<file path="src/rtl/dmem_arbiter_if.sv">
// dmem_arbiter_if: requester, lock, ack and memory-side signals of the data-memory arbiter
interface dmem_arbiter_if #(parameter int ADDR_W = 10, parameter int DATA_W = 32);
  logic              req0, we0, req1, we1, lock0, lock1;
  logic              ack0, ack1, mem_en, mem_we, busy;
  logic [ADDR_W-1:0] addr0, addr1, mem_addr;
  logic [DATA_W-1:0] wdata0, wdata1, rdata, mem_wdata, mem_rdata;
  modport slave (
    input  req0, we0, addr0, wdata0, req1, we1, addr1, wdata1, lock0, lock1, mem_rdata,
    output ack0, ack1, rdata, mem_en, mem_we, mem_addr, mem_wdata, busy
  );
  modport master (
    output req0, we0, addr0, wdata0, req1, we1, addr1, wdata1, lock0, lock1, mem_rdata,
    input  ack0, ack1, rdata, mem_en, mem_we, mem_addr, mem_wdata, busy
  );
endinterface

</file>
<file path="src/rtl/dmem_arbiter.sv">
// dmem_arbiter: round-robin two-port arbiter for the single-port data memory, IDLE->ACCESS->RESP.
// Define ARB_LOCK_EN to let a winner hold the bus for up to LOCK_MAX consecutive grants.
module dmem_arbiter #(
  parameter int ADDR_W   = 10,
  parameter int DATA_W   = 32,
  parameter int LOCK_MAX = 8
) (
  input logic          clk,
  input logic          reset,
  dmem_arbiter_if.slave bus
);
  typedef enum logic [1:0] {IDLE, ACCESS, RESP} state_t;
  state_t            state, state_n;
  logic              sel, last_grant, we_q, go, pick;
  logic [ADDR_W-1:0] addr_q;
  logic [DATA_W-1:0] wdata_q;
`ifdef ARB_LOCK_EN
  localparam int CW = $clog2(LOCK_MAX + 1);
  logic          locked, lock_port, lk;
  logic [CW-1:0] lock_cnt, cnt_n;
  assign lk    = sel ? bus.lock1 : bus.lock0;
  assign cnt_n = locked ? lock_cnt + 1'b1 : CW'(1);
  // a lock survives idle cycles; it ends when the winner drops lock or hits LOCK_MAX grants
  always_ff @(posedge clk or negedge reset)
    if (!reset) begin
      locked    <= 1'b0;
      lock_port <= 1'b0;
      lock_cnt  <= '0;
    end else if (state == RESP) begin
      locked    <= lk && cnt_n != CW'(LOCK_MAX);
      lock_port <= sel;
      lock_cnt  <= (lk && cnt_n != CW'(LOCK_MAX)) ? cnt_n : '0;
    end
`else
  logic unused_lock;
  assign unused_lock = bus.lock0 ^ bus.lock1 ^ (LOCK_MAX == 0);
`endif
  always_comb begin
    pick = (bus.req0 && bus.req1) ? ~last_grant : bus.req1;
    go   = bus.req0 | bus.req1;
`ifdef ARB_LOCK_EN
    pick = locked ? lock_port : pick;
    go   = locked ? (lock_port ? bus.req1 : bus.req0) : go;
`endif
    state_n = state == IDLE ? (go ? ACCESS : IDLE) : state == ACCESS ? RESP : IDLE;
  end
  always_ff @(posedge clk or negedge reset)
    if (!reset) begin
      state      <= IDLE;
      sel        <= 1'b0;
      last_grant <= 1'b1;
      we_q       <= 1'b0;
      addr_q     <= '0;
      wdata_q    <= '0;
    end else begin
      state <= state_n;
      if (state == IDLE && go) begin
        sel     <= pick;
        we_q    <= pick ? bus.we1 : bus.we0;
        addr_q  <= pick ? bus.addr1 : bus.addr0;
        wdata_q <= pick ? bus.wdata1 : bus.wdata0;
      end
      if (state == RESP) last_grant <= sel;
    end
  // memory output is already registered, so gating it in RESP keeps rdata stable with ack
  assign bus.mem_en    = state == ACCESS;
  assign bus.mem_we    = bus.mem_en & we_q;
  assign bus.mem_addr  = addr_q;
  assign bus.mem_wdata = wdata_q;
  assign bus.ack0      = state == RESP && !sel;
  assign bus.ack1      = state == RESP && sel;
  assign bus.rdata     = (state == RESP && !we_q) ? bus.mem_rdata : '0;
  assign bus.busy      = state != IDLE;
endmodule
</file>
<file path="src/flat_wrapper.sv">
// flat-port wrapper written by rule: the top's interface ports become plain ports
module dmem_arbiter_flat 
#(
  parameter int ADDR_W   = 10,
  parameter int DATA_W   = 32,
  parameter int LOCK_MAX = 8
)
  (clk, reset, bus_req0, bus_we0, bus_addr0, bus_wdata0, bus_req1, bus_we1, bus_addr1, bus_wdata1, bus_lock0, bus_lock1, bus_mem_rdata, bus_ack0, bus_ack1, bus_rdata, bus_mem_en, bus_mem_we, bus_mem_addr, bus_mem_wdata, bus_busy);
  dmem_arbiter_if #(.ADDR_W(ADDR_W), .DATA_W(DATA_W)) bus_i ();
  input logic clk;
  input logic reset;
  input wire logic [$bits(bus_i.req0)-1:0] bus_req0;
  input wire logic [$bits(bus_i.we0)-1:0] bus_we0;
  input wire logic [$bits(bus_i.addr0)-1:0] bus_addr0;
  input wire logic [$bits(bus_i.wdata0)-1:0] bus_wdata0;
  input wire logic [$bits(bus_i.req1)-1:0] bus_req1;
  input wire logic [$bits(bus_i.we1)-1:0] bus_we1;
  input wire logic [$bits(bus_i.addr1)-1:0] bus_addr1;
  input wire logic [$bits(bus_i.wdata1)-1:0] bus_wdata1;
  input wire logic [$bits(bus_i.lock0)-1:0] bus_lock0;
  input wire logic [$bits(bus_i.lock1)-1:0] bus_lock1;
  input wire logic [$bits(bus_i.mem_rdata)-1:0] bus_mem_rdata;
  output wire logic [$bits(bus_i.ack0)-1:0] bus_ack0;
  output wire logic [$bits(bus_i.ack1)-1:0] bus_ack1;
  output wire logic [$bits(bus_i.rdata)-1:0] bus_rdata;
  output wire logic [$bits(bus_i.mem_en)-1:0] bus_mem_en;
  output wire logic [$bits(bus_i.mem_we)-1:0] bus_mem_we;
  output wire logic [$bits(bus_i.mem_addr)-1:0] bus_mem_addr;
  output wire logic [$bits(bus_i.mem_wdata)-1:0] bus_mem_wdata;
  output wire logic [$bits(bus_i.busy)-1:0] bus_busy;
  assign bus_i.req0 = bus_req0;
  assign bus_i.we0 = bus_we0;
  assign bus_i.addr0 = bus_addr0;
  assign bus_i.wdata0 = bus_wdata0;
  assign bus_i.req1 = bus_req1;
  assign bus_i.we1 = bus_we1;
  assign bus_i.addr1 = bus_addr1;
  assign bus_i.wdata1 = bus_wdata1;
  assign bus_i.lock0 = bus_lock0;
  assign bus_i.lock1 = bus_lock1;
  assign bus_i.mem_rdata = bus_mem_rdata;
  assign bus_ack0 = bus_i.ack0;
  assign bus_ack1 = bus_i.ack1;
  assign bus_rdata = bus_i.rdata;
  assign bus_mem_en = bus_i.mem_en;
  assign bus_mem_we = bus_i.mem_we;
  assign bus_mem_addr = bus_i.mem_addr;
  assign bus_mem_wdata = bus_i.mem_wdata;
  assign bus_busy = bus_i.busy;
  dmem_arbiter #(.ADDR_W(ADDR_W), .DATA_W(DATA_W), .LOCK_MAX(LOCK_MAX)) u_core (.clk(clk), .reset(reset), .bus(bus_i));
endmodule
</file>
<file path="config.mk">
export PLATFORM = sky130hd
export DESIGN_NAME = dmem_arbiter_flat
export DESIGN_NICKNAME = d
export VERILOG_FILES = /design/src/rtl/dmem_arbiter_if.sv /design/src/rtl/dmem_arbiter.sv /design/src/flat_wrapper.sv
export SDC_FILE = /design/constraint.sdc
export NUM_CORES = 1
export LEC_CHECK = 0
export ABC_AREA = 1
export CAP_MARGIN = 10
export CORE_MARGIN = 1.5
export CORE_UTILIZATION = 36
export CTS_BUF_LIST = sky130_fd_sc_hd__clkbuf_4
export DETAILED_ROUTE_END_ITERATION = 8
export PLACE_DENSITY = 0.84
export SKIP_CTS_REPAIR_TIMING = 1
export SYNTH_ARGS = -nofsm -noshare
export SYNTH_HDL_FRONTEND = slang
export SYNTH_SLANG_ARGS = --single-unit
</file>
<file path="constraint.sdc">
create_clock -name clk -period 1.4 [get_ports clk]
set_input_delay 0.35 -clock clk [delete_from_list [all_inputs] [get_ports clk]]
set_output_delay 0.35 -clock clk [all_outputs]
set_load 0.03 [all_outputs]
</file>
==> qor.yml <==
grt_pass1_vias: 3321
ys_seq_elements: 47
ys_warn_count: 0
num_rows: 32
drt_wl_total_um: 9999
drtPass1Iterations: 5
fp.dieH_um: 92.95
io_pins: 203
path_clk_slew_ps: 150
overflow: 0
wl_per_cell_um: 13.09
antenna_cells: 0
antenna_found_initial: 0
startpoint_type: "register"
synth-seq-area-share_pct: 40.42
max_freq_mhz: 553.7
synth.largest_area_cell: "dfrtp_1"
required_ps: 1050
synth_cells: 457
crit_slowest_cell: "dfrtp_1"
min_path_type: "input port to async pin"
layout-drive-gt1-share_pct: 23.11
utilization_pct: 69.56
layout_min_cycle_time_ps: 1806
via_per_inst: 4.526
power.density_nw_per_um2: 1703
tritoncts: "yes"
grt.total_usage_pct: 22.36
switching_share_pct: 50.71
fp.coreArea_um2: 7767
stdcell_count: 764
crit_buf_inv: 3
place_inst: 754
finalCritPeriodShare_pct: 129.0
cts_buffer_depth: 2
grt_max_degree: 33
cts-htree-levels: 2
final_cell_area_um2: 5403
path_class: "register to output port"
crit_chain: "inv_2 -> nand3_4 -> buf_12 -> nor2_4 -> buf_12"
pwr-share-seq_pct: 26.6
grt_pass1_wl_um: 15240
dpl.hpwl_um: 7616
critPathCaptureType: "output port"
status: "complete, but fails checks"
io_buffers: 200
tns_ps: -13430
crit_fanout: 12
synth_area_leaders: "dfrtp_1, nand2_1, inv_1"
p_clk_share_pct: 7.2
final_common_cell: "nand2_1"
cts_root_buf: "clkbuf_4"
die_w_um: 92.95
cap_viol_max_count: 0
cp_num_cells: 5
area_growth_pct: 85.48
worst_path_most_repeated_cell: "buf_12"
hold_viol: 0
r2r_slack_ps: 30
worst_slew_pin_slew_ps: 420.6
power.leakage_nw: 2.942
mostFrequentLayoutCells: "nand2_1, inv_1, clkdlybuf4s50_1, nand3_1, dfrtp_1"
p_int_w: 0.004534
rsz0062_at_grt: "yes"
num_vias: 3458
gp_congestion: 0.8054
slew_headroom_pct: 71.96
finClkSkew_ps: 15.75
die_area_um2: 8640
critPathMaxStageDelay_ps: 410
syn_avg_cell_area_um2: 6.374
fin_ws_ps: -405.9
start_util_pct: 37.50
power.switching_w: 0.004664
cpLargestDelayFamily: "buffers and inverters"
r2r_cells: 7
finalNetCount: 785
violations: "setup timing"
clkLatencyLatePin_ps: 370
cts_num_sinks: 47
drt-initial-drc-count: 138
final_max_slew_viol_count: 0
comb_power_share_pct: 66.2
synth.top_cell.area_share_pct: 39.52
netlist_area_um2: 2913
fillers: 622
setup-violations-final: 37
worstPathArrival_ps: 1460
cts_inserted_buffers: 5
peakVddDrop_mv: 1.047
synth_nets: 581
drcViolationCount: 0
yosysUniqueCellTypes: 17
place_area_um2: 5336
ant_nets: 0
## power by group through the flow
stage	clock network, W	logic [W]	registers, W
floorplan	0	0.00244	0.00364
global placement	0	0.00619	0.00244
detailed placement	0	0.00633	0.00246
CTS	0.000690	0.00633	0.00245
global route	0.000743	0.00654	0.00254
finish	0.000665	0.00609	0.00244
## through the flow
step | setup slack, ps | power (W) | hold slack (ps)
final | -405.9 | 0.009199 | 413.9
after CTS | -494.4 | 0.009472 | -119.3
after global routing | -486.8 | 0.009825 | 433.1
after floorplan | -59.82 | 0.006083 | 54.41
after detailed placement | -311.2 | 0.008790 | 311.8
after global placement | -246.0 | 0.008636 | 301.5
## Yosys cell counts (all sizes together)
cell      n
clkbuf    5
nand3    87
o21ai     3
inv     122
nor2     38
nand2   135
buf      19
nor3      1
dfrtp    46
dfstp     1
## registers in the layout (all words and copies together), names as in the netlist
register,count
u_core.state,2
u_core.bus.mem_wdata,32
u_core.bus.mem_addr,10
u_core.last_grant,1
u_core.we_q,1
u_core.sel,1
## cell type report
class	count	area (µm²)	area share [%]
clock inverter	3	20.02	0.3705
clock buffer	5	37.54	0.6948
multi-input combinational	264	1395	25.82
inverter	122	457.9	8.476
timing repair buffer	221	2187	40.48
tap	102	127.6	2.362
sequential	47	1177	21.79
## layer usage
metal / up-vias / share of wire, % / track usage, %
met1: 1581 / 37 / 24.25
met5: - / 0 / 0
met3: 17 / 8.1 / 6.240
met4: 0 / 2.0 / 7.702
met2: 135 / 53 / 41.24
li1: 1725 / - / -
## kinds of logic after synthesis
logic type	count (synthesis)	share of synthesized area (%)
flops	47	40.42
compound gates	3	0.9022
simple gates	261	37.93
buf+inv	146	20.75
## worst paths after layout
path,from,to
min reg2reg,u_core.bus.mem_wdata[27],u_core.bus.mem_wdata[27]
min in group clk,u_core.bus.mem_wdata[27],u_core.bus.mem_wdata[27]
max in group asynchronous,reset,u_core.we_q
max,u_core.state[0],bus_rdata[29]
min,reset,u_core.bus.mem_wdata[0]
max reg2reg,u_core.state[1],u_core.bus.mem_wdata[16]
(Power assumes the default switching activity.)
